File: src/rtl/fetch_pkg.sv
// Shared fetch-stage types and default encodings (NOP / HLT opcode) also used by decode.
package fetch_pkg;

  typedef enum logic [1:0] {
    FILL = 2'd0,
    RUN  = 2'd1,
    HALT = 2'd2
  } fetch_state_t;

  localparam logic [15:0] DEF_NOP_INSTR = 16'h0000;
  localparam logic [3:0]  DEF_HLT_OPC   = 4'hF;

  // HLT detection on the top opcode nibble of a fetched word.
  function automatic logic is_hlt(input logic [3:0] opc, input logic [3:0] hlt_opc);
    return (opc == hlt_opc);
  endfunction

endpackage

File: src/rtl/fetch_stats_cnt.sv
// Saturating event counter for fetch statistics; only compiled when FETCH_STATS_EN is defined.
`ifdef FETCH_STATS_EN
module fetch_stats_cnt #(
  parameter int W = 32
) (
  input  logic         clk,
  input  logic         clr_i,
  input  logic         en_i,
  output logic [W-1:0] cnt_o
);

  logic [W-1:0] cnt_q;
  logic [W-1:0] cnt_d;

  // Increment on enable, stick at all-ones.
  always_comb begin
    cnt_d = cnt_q;
    if (en_i && !(&cnt_q)) begin
      cnt_d = cnt_q + {{(W-1){1'b0}}, 1'b1};
    end else begin
      cnt_d = cnt_q;
    end
  end

  // Counter register with synchronous clear.
  always_ff @(posedge clk) begin
    if (clr_i) begin
      cnt_q <= '0;
    end else begin
      cnt_q <= cnt_d;
    end
  end

  assign cnt_o = cnt_q;

endmodule
`endif

File: src/rtl/instr_fetch.sv
// Fetch stage: PC, IM read enable, IF/ID register, stall/flush/HLT handling.
// Define FETCH_STATS_EN to add fetch_cnt / bubble_cnt statistics outputs.
module instr_fetch
  import fetch_pkg::*;
#(
  parameter int                 ADDR_W    = 16,
  parameter int                 INSTR_W   = 16,
  parameter logic [ADDR_W-1:0]  RESET_PC  = 16'h0000,
  parameter logic [INSTR_W-1:0] NOP_INSTR = DEF_NOP_INSTR,
  parameter logic [3:0]         HLT_OPC   = DEF_HLT_OPC
) (
  input  logic               clk,
  input  logic               rst,
  input  logic               stall_IF,
  input  logic               flow_change,
  input  logic [ADDR_W-1:0]  dst,
  output logic [ADDR_W-1:0]  im_addr,
  output logic               im_rd_en,
  input  logic [INSTR_W-1:0] im_instr,
  output logic [INSTR_W-1:0] instr_IF_ID,
  output logic [ADDR_W-1:0]  pc_IF_ID,
  output logic               valid_IF_ID,
  output logic               halted
`ifdef FETCH_STATS_EN
  ,
  output logic [31:0]        fetch_cnt,
  output logic [31:0]        bubble_cnt
`endif
);

  fetch_state_t       state_q, state_d;
  logic [ADDR_W-1:0]  pc_q, pc_d;
  logic [INSTR_W-1:0] instr_q, instr_d;
  logic [ADDR_W-1:0]  pcid_q, pcid_d;
  logic               valid_q, valid_d;
  logic               halted_q, halted_d;
  logic               cap_s;
  logic [ADDR_W-1:0]  pc_plus1_s;

  assign pc_plus1_s = pc_q + {{(ADDR_W-1){1'b0}}, 1'b1};

  // Next-state: redirect beats stall beats normal capture / halt progression.
  always_comb begin
    state_d  = state_q;
    pc_d     = pc_q;
    instr_d  = instr_q;
    pcid_d   = pcid_q;
    valid_d  = valid_q;
    halted_d = halted_q;
    cap_s    = 1'b0;
    if (flow_change) begin
      pc_d     = dst;
      instr_d  = NOP_INSTR;
      valid_d  = 1'b0;
      state_d  = FILL;
      halted_d = 1'b0;
    end else if (stall_IF) begin
      state_d = state_q;
    end else begin
      case (state_q)
        FILL, RUN: begin
          // The read issued on this cycle's negedge is captured here.
          cap_s   = 1'b1;
          instr_d = im_instr;
          pcid_d  = pc_plus1_s;
          valid_d = 1'b1;
          pc_d    = pc_plus1_s;
          if (is_hlt(im_instr[INSTR_W-1 -: 4], HLT_OPC)) begin
            state_d = HALT;
          end else begin
            state_d = RUN;
          end
        end
        HALT: begin
          valid_d  = 1'b0;
          halted_d = 1'b1;
        end
        default: begin
          state_d = FILL;
        end
      endcase
    end
  end

  // Fetch state and IF/ID pipeline register.
  always_ff @(posedge clk) begin
    if (rst) begin
      state_q  <= FILL;
      pc_q     <= RESET_PC;
      instr_q  <= NOP_INSTR;
      pcid_q   <= '0;
      valid_q  <= 1'b0;
      halted_q <= 1'b0;
    end else begin
      state_q  <= state_d;
      pc_q     <= pc_d;
      instr_q  <= instr_d;
      pcid_q   <= pcid_d;
      valid_q  <= valid_d;
      halted_q <= halted_d;
    end
  end

  assign im_addr     = pc_q;
  assign im_rd_en    = flow_change | ((state_q != HALT) & ~stall_IF);
  assign instr_IF_ID = instr_q;
  assign pc_IF_ID    = pcid_q;
  assign valid_IF_ID = valid_q;
  assign halted      = halted_q;

`ifdef FETCH_STATS_EN
  logic bubble_en_s;
  assign bubble_en_s = ~valid_q & (state_q != HALT);

  fetch_stats_cnt #(.W(32)) u_fetch_cnt (
    .clk   (clk),
    .clr_i (rst),
    .en_i  (cap_s),
    .cnt_o (fetch_cnt)
  );

  fetch_stats_cnt #(.W(32)) u_bubble_cnt (
    .clk   (clk),
    .clr_i (rst),
    .en_i  (bubble_en_s),
    .cnt_o (bubble_cnt)
  );
`endif

endmodule
File: config.mk
export PLATFORM = sky130hd
export DESIGN_NAME = instr_fetch
export DESIGN_NICKNAME = d
export VERILOG_FILES = /design/src/rtl/fetch_pkg.sv /design/src/rtl/fetch_stats_cnt.sv /design/src/rtl/instr_fetch.sv
export SDC_FILE = /design/constraint.sdc
export NUM_CORES = 1
export LEC_CHECK = 0
export ABC_CLOCK_PERIOD_IN_PS = 4550
export CORE_MARGIN = 3
export CORE_UTILIZATION = 40
export DETAILED_ROUTE_END_ITERATION = 8
export PLACE_DENSITY = 0.73
export SLEW_MARGIN = 20
export SYNTH_ARGS = -nofsm -noshare
export SYNTH_HDL_FRONTEND = slang
export SYNTH_SLANG_ARGS = --single-unit
File: constraint.sdc
create_clock -name clk -period 4.55 [get_ports clk]
set_clock_uncertainty 0.05 [all_clocks]
set_input_delay 1.1375 -clock clk [delete_from_list [all_inputs] [get_ports clk]]
set_output_delay 1.1375 -clock clk [all_outputs]
set_load 0.05 [all_outputs]
; Word-level counts from Yosys, hierarchy flattened
; Index checks and enable logic that the tools add are counted.
[totals]
reg_bits = 52
inputBits = 36
output_inout_bits = 51
[op_classes]
n_addsub = 1
n_eq_ne = 5
muxes = 6
n_bitwise = 5
n_reduce_logical = 11
[ops]
columns = cell, n
row1 = two-way mux 16 bit, 3
row2 = "adder 16 x 1 -> 16 bit, second input constant", 1
row3 = AND reduction 2 bit, 5
row4 = "== test 4 bit, second input constant", 1
row5 = one-hot mux 2 bit (2 select lines), 1
row6 = nonzero test 2 bit, 2
row7 = OR reduction 2 bit, 2
row8 = inverter 1 bit, 3
row9 = AND reduction 3 bit, 1
row10 = "== test 2 x 1 -> 1 bit, second input constant", 1
row11 = "== test 2 bit, second input constant", 1
row12 = logical NOT 2 bit, 1
row13 = two-way mux 2 bit, 1
row14 = "!= test 2 x 1 -> 1 bit, second input constant", 1
row15 = "!= test 2 bit, second input constant", 1
row16 = one-hot mux 1 bit (2 select lines), 1
row17 = bitwise AND 1 bit, 1
row18 = bitwise OR 1 bit, 1

; Depth between registers and ports, before layout
[logic_depth]
word_depth = 5
ltp_mapped = 8
ltp_nobuf = 5

; Worst setup path after synthesis
; No wires, ideal clock.
[synth_timing]
kind = input to output
start = input flow_change
end = output im_rd_en
arrival_time_ns = 2.408
required_time_ns = 3.363
path_slack_ns = 0.954
stages = 4
path_buffers = 3
cell_sequence = clkbuf_1 clkbuf_1 clkbuf_1 o21bai_1
[synth_via]
elab_chain_len = 1
[synth_rtl]
columns = element, line_no
row1 = from (decl), instr_fetch.sv:15  ; input logic flow_change,
row2 = bitwise OR 1 bit, instr_fetch.sv:105  ; assign im_rd_en = flow_change | ((state_q != HALT) & ~stall_IF);
row3 = to (decl), instr_fetch.sv:18  ; output logic im_rd_en,
; No other way between the ends.

; Worst setup path in the final report
[layout_timing]
start = input stall_IF
end = output im_rd_en
[layout_via]
elab_chain_len = 3
[layout_rtl]
columns = element, line_no
row1 = from (decl), instr_fetch.sv:14  ; input logic stall_IF,
row2 = inverter 1 bit (no line), -
row3 = bitwise AND 1 bit, instr_fetch.sv:105
row4 = bitwise OR 1 bit, instr_fetch.sv:105
; No other way between the ends.

==> results.md <==
- The flow ran to the end, and the final reports show no timing, DRC or antenna violations.
- For the pin with the worst max-slew slack, the measured transition is 0.712 ns.
- Measured along the x axis, the die boundary spans 83.1 um.
- The total global routing overflow is 0.
- STA classifies the critical path startpoint as an input port.
- IR analysis of the VDD net gives a maximum drop of 0.000162 V.
- The internal reg-to-reg setup slack is around 2.1 ns.
- Summed over all cells, the static leakage comes to 1.23 nW.
- In this run, synthesis inferred 0 flip-flops with an integrated enable.
- The root buffer cell chosen for the clock tree is clkbuf_8.
- Measured on the finished design, the core utilization comes to 60.0%.
- After detailed placement, the total cell area comes to 3280 um^2.
- The clock tree from TritonCTS is done.
- The first-pass GRT wire length is between 10,000 and 15,000 um.
- Leaving out fill and tap cells, the most frequent cell in the layout is clkdlybuf4s50_1.
- The routed wire length is about 6300 um.
- The end point of the most critical hold path is instr_IF_ID[14].
- The combinational fraction of design power is 23.1%.
- The worst path uses 73.7% of the clock period.
- The count of vias placed by the detailed router is 2,275.
- The critical path is of the in -> out type.
- The clock insertion delay at the later pin of the skew report is 0.30 ns.
- The post-detailed-route wirelength per cell is 14.3 um.
- The largest stage delay on the critical path is about 0.54 ns.
- Internal power comes to 0.740 mW.
- The per-cell via count in the routed design is 5.17.
- The detailed router finished its first iteration with 162 violations.
- The final count of pins violating max slew is 0.
- Walking the worst path, the cells encountered are clkdlybuf4s50_1 > o21bai_1 > buf_12.
- The endpoint type of the worst setup path is a primary output.
- The final critical path time including I/O delays and setup is 3.35 ns.
- Of all nets on the critical path, the largest fanout is 9.
- In the layout the commonest cells are 85 x clkdlybuf4s50_1, 52 x dfxtp_1, 44 x nand2_1.
- The endpoint of the most critical register-to-register path is im_addr[14].
- The tool flagged a number of max-cap violations equal to 0.
- Tracing the worst setup path back leads to its startpoint at stall_IF.
- The clock-pin slew of the registers on the worst-case setup and hold paths is about 0.09 ns.
- The cell count after synthesis came out at 292.
- The launching point of the worst reg2reg path is im_addr[0].
- The number of rows created at floorplan is 27.
- The antenna diode instance count is 0.
- Setup violations remaining at the end of the flow were counted as 0.
- The core region is approximately 5600 um^2.
- The overall routing resource usage is 17.6%.
- The final RePlAce weighted congestion is just under 0.8.
- Once layout is done, the placed cells without fillers occupy about 3400 um^2.
- The data arrival time of the worst path is 2.16 ns.
- In this run the number of H-tree levels came out at 2.
- From synthesis to final layout, the design area changed by 42.3%.
- In this run the remaining antenna-violating nets after routing total 0.
- The switching share of total power is 30.3%.
- The worst reg2reg path depth is 5.
- In the final layout, the share of cells above drive strength 1 is around 5%.
- The HPWL reported at the end of detailed placement is 4510 um.
- The worst hold path belongs to the class reg -> reg.
- The async set-reset flop share out of synthesis is 0%.
- The number of setup buffers added after CTS is 0.
- The count of synthesis-stage warnings from yosys is 0.
- The post-layout net count is 404.
- The count of input and output buffers is 86.
- The launch point of the worst hold path is instr_IF_ID[14].
- The vertical die dimension is 83.1 um.
- Dividing the synthesized area by the synthesized cell count gives 8.15 um^2.
- The post-synth net total is 329.
- Synthesis instantiated 41 different standard cells from the library.
- The number of clock buffers inserted by TritonCTS is 5.
- Before antenna repair, the detailed router went through 4 iterations.
- The number of antenna violations at the first check in global routing is 0.
- Summed over all nets, the switching power comes to 0.321 mW.
- The hold violation count in the final report is 0.
- The power density over cell area is around 310 nW/um^2.
- The cell family contributing the most delay on the critical path is buffers and inverters.
- The largest net degree at the start of global routing is 34.
- The number of hold buffers added after cts is 0.
- Setup repair after global routing left no endpoint under its margin.
- The top achievable clock speed is 0.298 GHz.
- In this run, synthesis produced a sequential element count of 52.
- The initial core utilization is 42.2%.
- In this run, the clock network consumes just under 30% of the power.
- Setup total negative slack on the finished layout was measured at 0 ns.
- between 80 and 90 I/O pins were placed.
- The relative max-transition margin is a little over half.
- The clock sink count is 52.
- The most instantiated flip-flop cell in the synthesis netlist is dfxtp_1.
- The total DRC errors in the routed layout is 0.
- Per report_power, the sequential group accounts for a little under half of the total.
- The number of global-route vias before repair is 1,971.
- The clock passes through at most 2 buffers.
- After synthesis, flip-flops and latches occupy between 40% and 50% of the total area.
- For this design, the slowest cell found on the critical path is clkdlybuf4s50_1.
- The die footprint is 6910 um^2.
- Along the worst hold path, the cell count comes to 2.
- The required time of the critical path is 3.36 ns.
- Once the clock tree was built, the resizer swapped 0 gates to a different size.
- The number of buffers and inverters on the critical path is 2.
- The mapped netlist covers 2380 um^2.
-- cell type report --
cell class | count | area, um^2
repair buffers | 90 | 901
flip-flops and latches | 52 | 1040
clock buffers | 6 | 72.6
fillers | 527 | 2260
well taps | 72 | 90.1
inverters | 12 | 45.0
multi-input cells | 206 | 1200
clock inverters | 2 | 35.0
-- registers in the layout (all words and copies together) (netlist names) --
register / cells
im_addr: 16
instr_IF_ID: 16
pc_IF_ID: 16
state_q: 2
halted: 1
valid_IF_ID: 1
-- power by group through the flow --
stage | clock, mW | sequential (mW) | combinational, mW
3_3_place_gp | 0 | 0.516 | 0.244
3_5_place_dp | 0 | 0.517 | 0.246
4_1_cts | 0.317 | 0.506 | 0.247
6_report | 0.310 | 0.506 | 0.245
5_1_grt | 0.336 | 0.510 | 0.261
2_1_floorplan | 0 | 0.592 | 0.0734
-- worst register-to-register path, delay by kind of cell (launching register included) --
kind            cells  cell delay [ns]
simple gates        2             1.12
compound gates      2             0.48
fa+ha+maj           1             0.26
flops               1             0.44
-- how the worst max path moves through the flow --
stage	endpoint	slack, ns	cells past startpoint
5_1_grt	im_rd_en	1.12	3
3_5_place_dp	im_addr[11]	1.02	5
4_1_cts	im_rd_en	1.19	3
6_report	im_rd_en	1.20	3
3_3_place_gp	im_addr[11]	1.09	5
2_1_floorplan	im_rd_en	0.95	4
-- cell usage after synthesis, drive strengths merged (7+ instances only) --
cell type | instances | share of area (%)
a211oi | 9 | 2.8
a21oi | 29 | 6.1
clkbuf | 16 | 2.6
dfxtp | 52 | 44
inv | 12 | 1.9
nand2 | 44 | 6.9
nand3 | 7 | 1.7
nor2 | 25 | 3.9
nor4 | 8 | 2.1
o21a | 7 | 2.2
o21ai | 8 | 1.7
or3 | 7 | 1.8
xor2 | 12 | 4.4
-- metal layers --
metal  track usage [%]  share of wire, %
met2              27.8                47
met4              4.01               1.1
met1              25.0                48
met3              3.08               4.0
met5                 0                 0
-- logic make-up after synthesis --
kind of cell    count (synthesis)  synth area share (%)
xor+xnor                       18                  6.62
simple gates                  113                  22.8
buf+inv                        34                  5.89
mux                             4                  1.68
flops                          52                  43.7
fa+ha+maj                       1                 0.526
compound gates                 70                  18.8
-- metrics by stage --
| step | hold WS, ns | worst slack, ns | power (mW) | std cells |
|---|---|---|---|---|
| 3_5_place_dp | 0.396 | 1.02 | 0.762 | 432 |
| 5_1_grt | 0.424 | 1.12 | 1.11 | 440 |
| 6_report | 0.408 | 1.20 | 1.06 | 440 |
| 4_1_cts | 0.409 | 1.19 | 1.07 | 440 |
| 3_3_place_gp | 0.392 | 1.09 | 0.760 | 432 |
| 2_1_floorplan | 0.414 | 0.954 | 0.665 | 292 |
Power figures use the tool's default switching activity.
